[config.mk]
export PLATFORM = sky130hd
export DESIGN_NAME = common_pseudo_lru_tree_binr
export DESIGN_NICKNAME = d
export VERILOG_FILES = /design/src/rtl/common_pseudo_lru_pkg.sv /design/src/rtl/common_pseudo_lru_tree_victim.sv /design/src/rtl/common_pseudo_lru_tree_binr.sv
export SDC_FILE = /design/constraint.sdc
export NUM_CORES = 1
export LEC_CHECK = 0
export ABC_AREA = 1
export CORE_ASPECT_RATIO = 0.7
export CORE_MARGIN = 2
export CORE_UTILIZATION = 45
export CTS_CLUSTER_DIAMETER = 60
export DETAILED_ROUTE_END_ITERATION = 8
export GPL_ROUTABILITY_DRIVEN = 1
export PLACE_DENSITY = 0.71
export SLEW_MARGIN = 20
export SYNTH_ARGS = -nofsm -noshare
export SYNTH_HDL_FRONTEND = slang
export SYNTH_HIERARCHICAL = 1
export SYNTH_SLANG_ARGS = --single-unit
export TNS_END_PERCENT = 30
[constraint.sdc]
create_clock -name clk -period 2 [get_ports clk]
set_clock_uncertainty 0.2 [all_clocks]
set_input_delay 0.3 -clock clk [delete_from_list [all_inputs] [get_ports clk]]
set_output_delay 0.3 -clock clk [all_outputs]
set_load 0.05 [all_outputs]
[src/rtl/common_pseudo_lru_pkg.sv]
// Shared sizing helpers for the tree pseudo-LRU block: way/set widths and tree node count.
// The optional invalid-first victim select is enabled with COMMON_PSEUDO_LRU_INVALID_FIRST_EN.
package common_pseudo_lru_pkg;

    localparam int MAX_SUBJECT_COUNT_LOG2 = 4;
    localparam int MAX_SET_COUNT_LOG2     = 6;

    function automatic int way_count(input int subject_count_log2);
        return 1 << subject_count_log2;
    endfunction

    function automatic int node_count(input int subject_count_log2);
        return (1 << subject_count_log2) - 1;
    endfunction

    // A single-set build still carries a one-bit set index on its ports.
    function automatic int set_width(input int set_count_log2);
        return (set_count_log2 > 0) ? set_count_log2 : 1;
    endfunction

endpackage

[src/rtl/common_pseudo_lru_tree_victim.sv]
// Combinational victim walk over one PLRU tree, with optional invalid-first select
// (COMMON_PSEUDO_LRU_INVALID_FIRST_EN adds the per-way valid mask).
module common_pseudo_lru_tree_victim
    import common_pseudo_lru_pkg::*;
#(
    parameter int SUBJECT_COUNT_LOG2 = 2
) (
    input  logic [node_count(SUBJECT_COUNT_LOG2)-1:0] tree,
`ifdef COMMON_PSEUDO_LRU_INVALID_FIRST_EN
    input  logic [way_count(SUBJECT_COUNT_LOG2)-1:0]  mask,
`endif
    output logic [SUBJECT_COUNT_LOG2-1:0]             victim
);

    localparam int WAYS = way_count(SUBJECT_COUNT_LOG2);

    logic [SUBJECT_COUNT_LOG2-1:0] node;
    logic [SUBJECT_COUNT_LOG2-1:0] tree_way;
    logic                          dir;

    // Each node bit selects the child to descend into; the chosen directions spell the way.
    always_comb begin
        node     = '0;
        tree_way = '0;
        dir      = 1'b0;
        for (int d = 0; d < SUBJECT_COUNT_LOG2; d++) begin
            dir                            = tree[node];
            tree_way[SUBJECT_COUNT_LOG2-1-d] = dir;
            node = SUBJECT_COUNT_LOG2'({node, dir}) + SUBJECT_COUNT_LOG2'(1);
        end
    end

`ifdef COMMON_PSEUDO_LRU_INVALID_FIRST_EN
    // Scan downwards so the lowest-index invalid way wins.
    always_comb begin
        victim = tree_way;
        for (int w = WAYS - 1; w >= 0; w--) begin
            if (!mask[w]) begin
                victim = SUBJECT_COUNT_LOG2'(w);
            end
        end
    end
`else
    always_comb begin
        victim = tree_way;
    end
`endif

endmodule

[src/rtl/common_pseudo_lru_tree_binr.sv]
// Multi-set binary-tree pseudo-LRU with registered victim query and same-cycle touch forwarding.
// Defining COMMON_PSEUDO_LRU_INVALID_FIRST_EN adds qmask and prefers invalid ways as victims.
module common_pseudo_lru_tree_binr
    import common_pseudo_lru_pkg::*;
#(
    parameter int SUBJECT_COUNT_LOG2 = 2,
    parameter int SET_COUNT_LOG2     = 2
) (
    input  logic                                     clk,
    input  logic                                     reset,
    input  logic                                     wen,
    input  logic [set_width(SET_COUNT_LOG2)-1:0]     wset,
    input  logic [SUBJECT_COUNT_LOG2-1:0]            waddr,
    input  logic                                     flush,
    input  logic                                     qen,
    input  logic [set_width(SET_COUNT_LOG2)-1:0]     qset,
`ifdef COMMON_PSEUDO_LRU_INVALID_FIRST_EN
    input  logic [way_count(SUBJECT_COUNT_LOG2)-1:0] qmask,
`endif
    output logic                                     qvalid,
    output logic [SUBJECT_COUNT_LOG2-1:0]            qaddr
);

    localparam int NODES = node_count(SUBJECT_COUNT_LOG2);
    localparam int SETS  = 1 << SET_COUNT_LOG2;
    localparam int SW    = set_width(SET_COUNT_LOG2);

    typedef logic [NODES-1:0] tree_t;

    tree_t                         tree_q [SETS];
    tree_t                         tree_d [SETS];
    tree_t                         q_tree;
    logic [SW-1:0]                 wset_i;
    logic [SW-1:0]                 qset_i;
    logic [SUBJECT_COUNT_LOG2-1:0] victim;
    logic                          qvalid_q, qvalid_d;
    logic [SUBJECT_COUNT_LOG2-1:0] qaddr_q,  qaddr_d;

    // Every node on the path to the touched way is pointed at the sibling subtree.
    function automatic tree_t touch(input tree_t t, input logic [SUBJECT_COUNT_LOG2-1:0] way);
        tree_t                         r;
        logic [SUBJECT_COUNT_LOG2-1:0] node;
        logic                          dir;
        r    = t;
        node = '0;
        for (int d = 0; d < SUBJECT_COUNT_LOG2; d++) begin
            dir     = way[SUBJECT_COUNT_LOG2-1-d];
            r[node] = ~dir;
            node    = SUBJECT_COUNT_LOG2'({node, dir}) + SUBJECT_COUNT_LOG2'(1);
        end
        return r;
    endfunction

    assign wset_i = (SET_COUNT_LOG2 == 0) ? '0 : wset;
    assign qset_i = (SET_COUNT_LOG2 == 0) ? '0 : qset;

    always_comb begin
        tree_d = tree_q;
        if (flush) begin
            for (int s = 0; s < SETS; s++) begin
                tree_d[s] = '0;
            end
        end else if (wen) begin
            tree_d[wset_i] = touch(tree_q[wset_i], waddr);
        end
    end

    // Querying the next-state tree gives flush and same-set touch forwarding for free.
    assign q_tree = tree_d[qset_i];

    common_pseudo_lru_tree_victim #(
        .SUBJECT_COUNT_LOG2 (SUBJECT_COUNT_LOG2)
    ) u_victim (
        .tree   (q_tree),
`ifdef COMMON_PSEUDO_LRU_INVALID_FIRST_EN
        .mask   (qmask),
`endif
        .victim (victim)
    );

    always_comb begin
        qvalid_d = qen;
        qaddr_d  = qen ? victim : qaddr_q;
    end

    always_ff @(posedge clk or posedge reset) begin
        if (reset) begin
            for (int s = 0; s < SETS; s++) begin
                tree_q[s] <= '0;
            end
            qvalid_q <= 1'b0;
            qaddr_q  <= '0;
        end else begin
            tree_q   <= tree_d;
            qvalid_q <= qvalid_d;
            qaddr_q  <= qaddr_d;
        end
    end

    assign qvalid = qvalid_q;
    assign qaddr  = qaddr_q;

endmodule

# == Yosys cells after proc, flatten, opt, wreduce, memory -nomap -nowiden ==
# Cells that the tools add are included.
# classes
multipliers,0
bitwise_logic,4
n_eq_ne,0
shift,0
mux,16
div_mod_pow,0
n_lt_le_gt_ge,6
addsub,2
n_reduce_logical,2
# op_table
operator,n
12-bit 2-to-1 mux,2
3-bit 2-to-1 mux,5
3-bit binary-select mux with 2-bit select,2
12-bit bitwise mux,1
3-bit demux with 2-bit select,1
3-bit greater-or-equal comparator (second input constant),2
2-bit by 3-bit < comparator with 1-bit output (second input constant),2
2-bit NOT with 3-bit output,2
1-bit by 1-bit adder with 2-bit output (second input constant),2
3-bit bitwise mux,1
3-bit by 1-bit < comparator with 1-bit output (second input constant),1
1-bit binary-select mux with 2-bit select,1
1-bit demux with 2-bit select,1
2-bit by 1-bit greater-or-equal comparator with 1-bit output (second input constant),1
1-bit logical AND,2
1-bit 2-to-1 mux,2
1-bit NOT,2
# totals
out_inout_bits,3
ramBits,0
register_bits,15
latch_bits,0
word_cells,36
memories,0
mem_bits_ro,0

# == Logic depth before layout (Yosys ltp) ==
# Gate-level depths: netlist of run 1.
# logic_depth
depth_word,15
ltp_mapped,16

# == Modules after synthesis ==
# Netlist of run 1, hierarchy kept.
# by_module_without_submodules
module,area_per_inst_um2,n_inst,cells_each
common_pseudo_lru_tree_binr,899.6,1,119
common_pseudo_lru_tree_victim,30.0,1,6

# == Worst setup path after synthesis of run 1 ==
# No wires, ideal clock.
# synth_path
path_kind,input to register
startpoint,input port wset[0]
endpoint,register qaddr_q[0] (netlist: qaddr[0])
setup_ps,125
path_buffers,2
arrival_ps,1591
cell_stages,12
setup_slack_ps,84
path_cell_list,buf_6 -> nand3_1 -> inv_1 -> or2_2 -> nand3_1 -> a21oi_1 -> o21ai_1 -> nand2_1 -> nand2_1 -> nand2_1 -> buf_4 -> mux2_2
# synth_via
elab_chain_len,14
# synth_rtl
element,line,text
"start, declared",common_pseudo_lru_tree_binr.sv:12,"input logic [set_width(SET_COUNT_LOG2)-1:0] wset,"
2-bit NOT with 3-bit output (not written as such) *,common_pseudo_lru_tree_binr.sv:64,"tree_d[wset_i] = touch(tree_q[wset_i], waddr);"
3-bit greater-or-equal comparator (not written as such) or 3-bit by 1-bit < comparator with 1-bit output (tied branches),common_pseudo_lru_tree_binr.sv:64,
1-bit logical AND (not written as such),common_pseudo_lru_tree_binr.sv:64,
3-bit 2-to-1 mux (not written as such),common_pseudo_lru_tree_binr.sv:64,
3-bit demux with 2-bit select *,common_pseudo_lru_tree_binr.sv:64,
12-bit bitwise mux *,common_pseudo_lru_tree_binr.sv:64,
12-bit 2-to-1 mux *,common_pseudo_lru_tree_binr.sv:63,end else if (wen) begin
12-bit 2-to-1 mux *,common_pseudo_lru_tree_binr.sv:59,if (flush) begin
3-bit binary-select mux with 2-bit select *,common_pseudo_lru_tree_binr.sv:69,assign q_tree = tree_d[qset_i];
3-bit 2-to-1 mux (not written as such) * (2 in a row),common_pseudo_lru_tree_binr.sv:69,
via q_tree[0],common_pseudo_lru_tree_binr.sv:32,tree_t q_tree;
1-bit by 1-bit adder with 2-bit output,common_pseudo_lru_tree_victim.sv:29,"node = SUBJECT_COUNT_LOG2'({node, dir}) + SUBJECT_COUNT_LOG2'(1);"
1-bit binary-select mux with 2-bit select *,common_pseudo_lru_tree_victim.sv:27,dir = tree[node];
1-bit 2-to-1 mux (not written as such) *,common_pseudo_lru_tree_victim.sv:27,
via u_victim.dir,common_pseudo_lru_tree_victim.sv:19,logic dir;
"end signal, assigned",common_pseudo_lru_tree_binr.sv:96,qaddr_q <= qaddr_d;
"end, declared",common_pseudo_lru_tree_binr.sv:37,"logic [SUBJECT_COUNT_LOG2-1:0] qaddr_q, qaddr_d;"
# Mark *: on every way through the listed nets, which the timed path passes. The rest lies on a longest branch. The select of a mux whose other input is x is not followed.
# A chain may end at the register's enable or synchronous reset.

# == Worst setup path in the final report of run 1 ==
# layout_path
startpoint,register qvalid_q (netlist: qvalid)
endpoint,output port qvalid
# layout_rtl
element,line,text
"start, declared",common_pseudo_lru_tree_binr.sv:36,"logic qvalid_q, qvalid_d;"
"start signal, assigned",common_pseudo_lru_tree_binr.sv:95,qvalid_q <= qvalid_d;
"end, declared",common_pseudo_lru_tree_binr.sv:20,"output logic qvalid,"
# No word-level cell between the ends.

==> results.cfg, run 1 <==
[pwr]
p_per_area_nw_per_um2 = 567.6
ir_worst_vdd_uv = 352.0
leakagePower_nw = 0.6953

[logic_synthesis]
ys_seq_elements = 15
synthDistinctLibCells = 20
netlist_area_sq_um = 929.6
synth_top_cells_by_area = dfrtp_1, nand2_1, nand3_1
synthArstFlopShare = 1.000
syn_inst = 125
yosysSeqAreaShare = 0.4038
synth_top_cell_by_area = dfrtp_1
ys.warnings.count = 6
yosysTopAreaCellShare = 0.4038
synth_edf_count = 0
yosys-top-cells-count = nand2_1, nand3_1, dfrtp_1
syn_nets = 136
syn_avg_cell_area_sq_um = 7.437
synth_most_common_cell = nand2_1
synthFlopType = dfrtp_1

[detailed_routing]
dr.pass1.iters = 4
postRouteAntennaNets = 0
drtIter0Drc = 36
post-route-drc-count = 0
wl_per_cell_um = 13.02
vias = 857
via_per_inst = 4.925
drt_wl_total_um = 2265

[grt]
grt_overflow = 0
track_usage = 0.2108
first_global_vias = 836
grt_pass1_wl_um = 3788
grt_max_degree = 16
antenna_found_initial = 0

[floorplan]
initial_core_util = 0.4885
io_pins = 14
die-height_um = 42.03
rows = 13
coreArea_sq_um = 1903
dieArea_sq_um = 2451
dieWidth_um = 58.33

[cells_and_area]
antenna_cells = 0
drive_gt1_frac = 0.1776
area_growth_pct = 29.47
nets = 164
fillers = 180
regArea_sq_um = 375.4
multi_input_area_sq_um = 467.9

[clock_tree]
clk_latency_ps = 300
cts_max_level = 1
cts_root_buffer = clkbuf_4
cts_buffer_depth = 2
cts_hold_buffers = 0
tritoncts = yes
cts_made_buffers = 3
clk_pin_slew_ps = 90
cts.sinks = 15

[critical_path]
critPathBufInv = 1
worst_ep_arrival_time_ps = 1430
worstReg2RegEnd = qaddr[0]
cp_top_family = buffers and inverters
end_kind = output port
worst-setup-path-type = register to output port
rr_worst_depth = 13
path_cells = clkdlybuf4s50_1
rrSetupSlack_ps = 250
slowest_stage = clkdlybuf4s50_1
required_ps = 1500
max_stage_delay_ps = 800
setup.worst_path.start_class = register
reg2reg_from = tree_q[1]
critical_path_peak_fanout = 1

[timing]
worst-slew-pin-transition_ps = 602.9
rsz0062_at_grt = no
finalSetupViolCount = 0
relSlewSlack = 0.5977
worst_hold_slack_ps = 152.3
finalCritPeriodShare = 0.9653
tns_ps = 0
hold_viol = 0
drv_slew = 0
max_freq_mhz = 518.0
fin_crit_ps = 1931

[placed_design]
io_buffers = 13
gp_congestion = 0.9045
dp_hpwl_um = 1741

[outcome]
status = finished, final reports clean

[run]
drv_cap = 0

[min_path]
hold_path_class = primary input to asynchronous set/reset pin
==> area by class of cell <==
cell class / count / share of cell area
Tap cell: 22 / 0.02287
Inverter: 16 / 0.04990
Multi-Input combinational cell: 90 / 0.3888
Clock buffer: 4 / 0.02183
Sequential cell: 15 / 0.3119
Timing Repair Buffer: 27 / 0.2048
==> state kept, by name, indices dropped and copies added, names as in the netlist <==
| name | flops |
|---|---|
| qvalid | 1 |
| tree_q | 12 |
| qaddr | 2 |
==> logic make-up after synthesis <==
kind of cell	count (synthesis)	synth area share
and+or+nand+nor	76	0.3876
buffers and inverters	20	0.09824
DFF	15	0.4038
AOI/OAI and AO/OA	12	0.08612
muxes	2	0.02422
==> where the power goes <==
part	internal (W)	switching (W)	total (W)
sequential	0.000320	0.00000903	0.000329
combinational	0.0000712	0.0000950	0.000166
clock	0.0000780	0.000110	0.000188
==> stage by stage <==
| step | setup WS [ps] | instance area (sq um) | total power (W) | cells | util |
|---|---|---|---|---|---|
| global route | 7.718 | 1204 | 0.0007140 | 174 | 0.6325 |
| global placement | -382.6 | 1146 | 0.0004953 | 168 | 0.6022 |
| floorplan | 84.23 | 929.6 | 0.0004326 | 125 | - |
| finish | 69.48 | 1204 | 0.0006832 | 174 | 0.6325 |
| CTS | 1.106 | 1191 | 0.0006866 | 174 | 0.6259 |
| detailed placement | -416.8 | 1146 | 0.0004992 | 168 | 0.6022 |
==> how the worst max path moves through the flow <==
stage                       start       end  slack (ps)  cells past startpoint
after detailed placement  wset[0]  qaddr[0]        -420                     15
after CTS                 wset[1]  qaddr[0]           1                     11
after floorplan           wset[0]  qaddr[0]          80                     12
after global placement    wset[0]  qaddr[0]        -380                     15
final                      qvalid    qvalid          70                      1
after global routing      wset[0]  qaddr[0]           8                     15
==> placed cells by master (no fill, tap or decap), drive strengths merged <==
cell / count
nand3: 20
clkbuf: 4
o21ai: 2
dlymetal6s2s: 4
nor2: 4
dlygate4sd2: 2
or2: 2
clkinv: 1
o21a: 6
inv: 15
nor3: 2
and2: 8
o211ai: 2
clkdlybuf4s50: 7
a21oi: 2
buf: 14
mux2: 2
nand2: 40
dfrtp: 15
==> routing by layer <==
metal / global-route usage / share of wire / routed length [um]
met3: 0.06481 / 0.028 / 64
met1: 0.2935 / 0.51 / 1144
met2: 0.3303 / 0.46 / 1037
met4: 0.02791 / 0.0084 / 19
met5: 0 / 0 / 0
==> timing repair <==
item,CTS,global route
resized for setup,5,6
buffers inserted,2,0
setup endpoints to repair,2,3
pin swaps,3,2
No activity file was read; power rests on OpenSTA's default activity.
==> inputs of run 2 (changes only) <==
--- a/config.mk
+++ b/config.mk
@@ -7,7 +7,6 @@
 export LEC_CHECK = 0
 export ABC_AREA = 1
 export CORE_ASPECT_RATIO = 0.7
-export CORE_MARGIN = 2
 export CORE_UTILIZATION = 45
 export CTS_CLUSTER_DIAMETER = 60
 export DETAILED_ROUTE_END_ITERATION = 8
==> run 2 against run 1 <==
Wire length fell by 0.22%. Non-clock buffer count rose by 5. Sequential power barely moved.
==> results.cfg, run 2 (synthesis gave the netlist of run 1 again) <==
[cells_and_area]
final_cell_mix = nand2_1, nand3_1, buf_4
mostFrequentLayoutCell = nand2_1
largest_reg_flops = 12
drive_gt1_frac = 0.2293
layoutNonFillerInstCount = 179
area_growth_pct = 34.59
antenna_cells = 0
largest_register = tree_q
nets = 169

[clock_tree]
cts_made_buffers = 3
cts_buffer_depth = 2
clk_pin_slew_ps = 90
cts_hold_buffers = 0
tritoncts = yes
cts_root_buffer = clkbuf_4
clk_latency_ps = 290
cts.sinks = 15
cts_max_level = 1

[detailed_routing]
via_per_inst = 4.994
post-route-drc-count = 0
dr.pass1.iters = 4
drt_wl_total_um = 2260
wl_per_cell_um = 12.63
postRouteAntennaNets = 0
vias = 894
drtIter0Drc = 46

[placed_design]
io_buffers = 13
placed_cells = 173
gp_congestion = 0.8953
dp_hpwl_um = 1757
dp_slack_ps = -442.8

[critical_path]
worstReg2RegEnd = qaddr[0]
setup.worst_path.start_class = register
rr_worst_depth = 13
rrSetupSlack_ps = 200
worst-setup-path-type = register to output port
worst_ep_arrival_time_ps = 1450
critPathBufInv = 1
path_cells = clkdlybuf4s50_1
max_stage_delay_ps = 800
reg2reg_from = tree_q[1]
end_kind = output port
critical_path_peak_fanout = 2
cp_top_family = buffers and inverters
slowest_stage = clkdlybuf4s50_1
required_ps = 1500

[pwr]
leakagePower_nw = 0.6990
p_per_area_nw_per_um2 = 546.1
clkPwrFrac = 0.260
switchingPower_w = 0.0002055
p_int_w = 0.0004777
seqPwrFrac = 0.480
power_switching_share = 0.3008
ir_worst_vdd_uv = 485.9
combPwrFrac = 0.259

[timing]
rsz0062_at_grt = no
fin_crit_ps = 1946
tns_ps = 0
finalCritPeriodShare = 0.9731
max_freq_mhz = 513.8
hold_viol = 0
worst-slew-pin-transition_ps = 572.7
worst_hold_slack_ps = 155.5
finalSetupViolCount = 0
relSlewSlack = 0.6178
timing.final.ws_setup_ps = 53.75
drv_slew = 0

[floorplan]
rows = 13
coreArea_sq_um = 1903
io_pins = 14
dieArea_sq_um = 2255
dieWidth_um = 56.33
die-height_um = 40.03
initial_core_util = 0.4885

[grt]
grt_overflow = 0
antenna_found_initial = 0
grt_max_degree = 16
grt_pass1_wl_um = 3484
track_usage = 0.2200
first_global_vias = 790

[min_path]
hold_path_class = primary input to asynchronous set/reset pin

[run]
drv_cap = 0

[outcome]
status = finished, final reports clean
==> run 2: timing repair <==
item | 4_1_cts | 5_1_grt
setup endpoints to repair | 2 | 1
resized for setup | 5 | 10
setup buffers | 1 | 1
pin swaps | 2 | 3
==> run 2: stage by stage <==
stage	area, sq um	power, W	util
floorplan	929.6	0.0004326	-
global placement	1184	0.0005006	0.6220
detailed placement	1184	0.0005042	0.6220
CTS	1229	0.0006859	0.6456
global route	1251	0.0007177	0.6575
finish	1251	0.0006833	0.6575
==> run 2: power by group through the flow <==
stage / Combinational [W] / Sequential (W) / Clock, W
2_1_floorplan: 0.0000810 / 0.000352 / 0
5_1_grt: 0.000193 / 0.000330 / 0.000194
3_3_place_gp: 0.000167 / 0.000334 / 0
6_report: 0.000177 / 0.000328 / 0.000178
3_5_place_dp: 0.000170 / 0.000334 / 0
4_1_cts: 0.000174 / 0.000328 / 0.000184
==> run 2: layout make-up <==
cell class              instances  area (sq um)
multi-input cells              90         479.2
clock buffers                   4         26.28
flip-flops and latches         15         375.4
inverters                      16         60.06
well taps                      22         27.53
repair buffers                 32         282.8
fillers                       164         651.9
==> run 2: per-layer routing <==
metal / global-route usage / vias to the layer above / share of wire
li1: - / 462 / -
met1: 0.2742 / 399 / 0.49
met2: 0.3393 / 24 / 0.43
met3: 0.07742 / 9 / 0.052
met4: 0.1341 / 0 / 0.030
met5: 0 / - / 0
==> run 2: how the worst max path moves through the flow <==
stage              from       end  slack (ps)  cells after the start
6_report       qaddr[1]  qaddr[1]          50                      1
5_1_grt        qaddr[1]  qaddr[1]           1                      1
4_1_cts         wset[1]  qaddr[0]           4                     12
3_5_place_dp    wset[0]  qaddr[0]        -440                     11
3_3_place_gp    wset[0]  qaddr[0]        -360                     12
2_1_floorplan   wset[0]  qaddr[0]          80                     12
==> inputs of run 3 (changes only) <==
==> constraint.sdc (replaced) <==
create_clock -name clk -period 2.4 [get_ports clk]
set_clock_uncertainty 0.2 [all_clocks]
set_input_delay 0.36 -clock clk [delete_from_list [all_inputs] [get_ports clk]]
set_output_delay 0.36 -clock clk [all_outputs]
set_load 0.05 [all_outputs]
==> run 3 against run 2 <==
Sequential share of layout area rose by 2.0 points. Final cell count is 3.9% lower. Count of clock-buffer cells in the layout did not move. Worst setup slack better by 180 ps. Wire length decreased by 4.9%. Critical path type is now primary input to register. Via count is 1.8% lower. Die area stayed put. Hold slack improved by 51 ps.
==> results.cfg, run 3 (synthesis gave the netlist of run 1 again) <==
[outcome]
status = finished, final reports clean

[floorplan]
coreArea_sq_um = 1903
die-height_um = 40.03
dieWidth_um = 56.33
rows = 13
initial_core_util = 0.4885
io_pins = 14
dieArea_sq_um = 2255

[pwr]
p_per_area_nw_per_um2 = 471.2
ir_worst_vdd_uv = 392.5
power_w = 0.0005524
leakagePower_nw = 0.6353

[cells_and_area]
regArea_sq_um = 375.4
final_cell_mix = nand2_1, nand3_1, dfrtp_1
area_growth_pct = 26.11
antenna_cells = 0
mostFrequentLayoutCell = nand2_1
fillers = 171
largest_reg_flops = 12
largest_register = tree_q
drive_gt1_frac = 0.1467
nets = 162
multi_input_area_sq_um = 462.9

[timing]
rsz0062_at_grt = no
timing.final.ws_setup_ps = 232.9
max_freq_mhz = 461.4
fin_crit_ps = 2167
hold_viol = 0
drv_slew = 0
finalSetupViolCount = 0
worst-slew-pin-transition_ps = 541.7
relSlewSlack = 0.6384
finalCritPeriodShare = 0.9030

[clock_tree]
cts_max_level = 1
cts_buffer_depth = 2
cts.sinks = 15
tritoncts = yes
clk_pin_slew_ps = 80
cts_hold_buffers = 0
cts_root_buffer = clkbuf_4
postCtsSetupRepairBufs = 0
clk_latency_ps = 290
cts_made_buffers = 3
post_cts_resized = 0

[detailed_routing]
via_per_inst = 5.105
post-route-drc-count = 0
wl_per_cell_um = 12.50
postRouteAntennaNets = 0
drt_wl_total_um = 2150
drtIter0Drc = 54
vias = 878
dr.pass1.iters = 4

[grt]
grt_pass1_wl_um = 3615
first_global_vias = 789
antenna_found_initial = 0
track_usage = 0.2226
grt_max_degree = 16
grt_overflow = 0

[critical_path]
crit_top_cell = nand2_1
max_stage_delay_ps = 570
path_cells = clkdlybuf4s50_1 > inv_1 > nand2_1 > nand2_1 > nand2_1 > nand2_1 > nand2_1 > nand3_1 > nand3_1 > nand2_1 > nand2_1 > nand2_1 > nand2_1 > nand2_1 > mux2_2
setup.worst_path.start_class = primary input
critical_path_peak_fanout = 6
worst-setup-path-type = primary input to register
required_ps = 2380
end_kind = register
slowest_stage = clkdlybuf4s50_1
worst_ep_arrival_time_ps = 2150

[placed_design]
io_buffers = 13
dp_hpwl_um = 1733
dp_slack_ps = -51.50
gp_congestion = 0.8710

[min_path]
hold_path_class = primary input to asynchronous set/reset pin

[run]
drv_cap = 0
[run 3: changes by cell type in the layout (fill, tap and decap cells not counted), moves of 2 or more]
| cell | before | now |
|---|---|---|
| buf_4 | 17 | 12 |
| buf_6 | 2 | 0 |
| clkdlybuf4s50_1 | 9 | 13 |
| dlymetal6s2s_1 | 3 | 0 |
| inv_1 | 11 | 13 |
| inv_2 | 4 | 2 |
| nand3_1 | 18 | 20 |
| nand3_2 | 2 | 0 |
[run 3: metrics by stage]
stage	TNS, ps	cells	hold slack [ps]	area (sq um)	utilization
after detailed placement	-51.50	168	294.9	1146	0.6022
final	0	172	207.0	1172	0.6160
after floorplan	0	125	61.48	929.6	-
after CTS	0	172	222.2	1172	0.6160
after global routing	0	172	234.7	1172	0.6160
after global placement	-18.94	168	290.3	1146	0.6022
[run 3: final cells by class]
class | instances | share of cell area
Multi-Input combinational cell | 90 | 0.3949
Sequential cell | 15 | 0.3202
Timing Repair Buffer | 25 | 0.1878
Inverter | 16 | 0.05123
Tap cell | 22 | 0.02348
Clock buffer | 4 | 0.02241
[run 3: worst paths after layout]
| check | startpoint | to | slack [ps] | depth (start not counted) |
|---|---|---|---|---|
| hold / removal | reset | tree_q[2] | 210 | 2 |
| max in group asynchronous | reset | tree_q[11] | 1440 | 2 |
| min in group clk | qaddr[1] | qaddr[1] | 310 | 1 |
| setup reg to reg | tree_q[1] | qaddr[0] | 600 | 13 |
| setup / recovery | wset[0] | qaddr[0] | 230 | 15 |
| hold reg to reg | qaddr[1] | qaddr[1] | 310 | 1 |
[run 3: routing by layer]
metal,part of all wire,global-route usage,vias to the layer above
li1,-,-,451
met1,0.50,0.3006,383
met2,0.41,0.3423,37
met3,0.073,0.07419,7
met4,0.020,0.07317,0
met5,0,0,-
[run 3: worst max-delay path, delay by kind of cell]
family / cells / cell delay [ps]
multiplexers: 1 / 250
AND/OR/NAND/NOR: 12 / 820
buffers and inverters: 2 / 700
[run 3: where the power goes]
part / internal (W) / switching (W)
sequential: 0.000267 / 0.00000721
clock: 0.0000647 / 0.0000783
combinational: 0.0000593 / 0.0000761
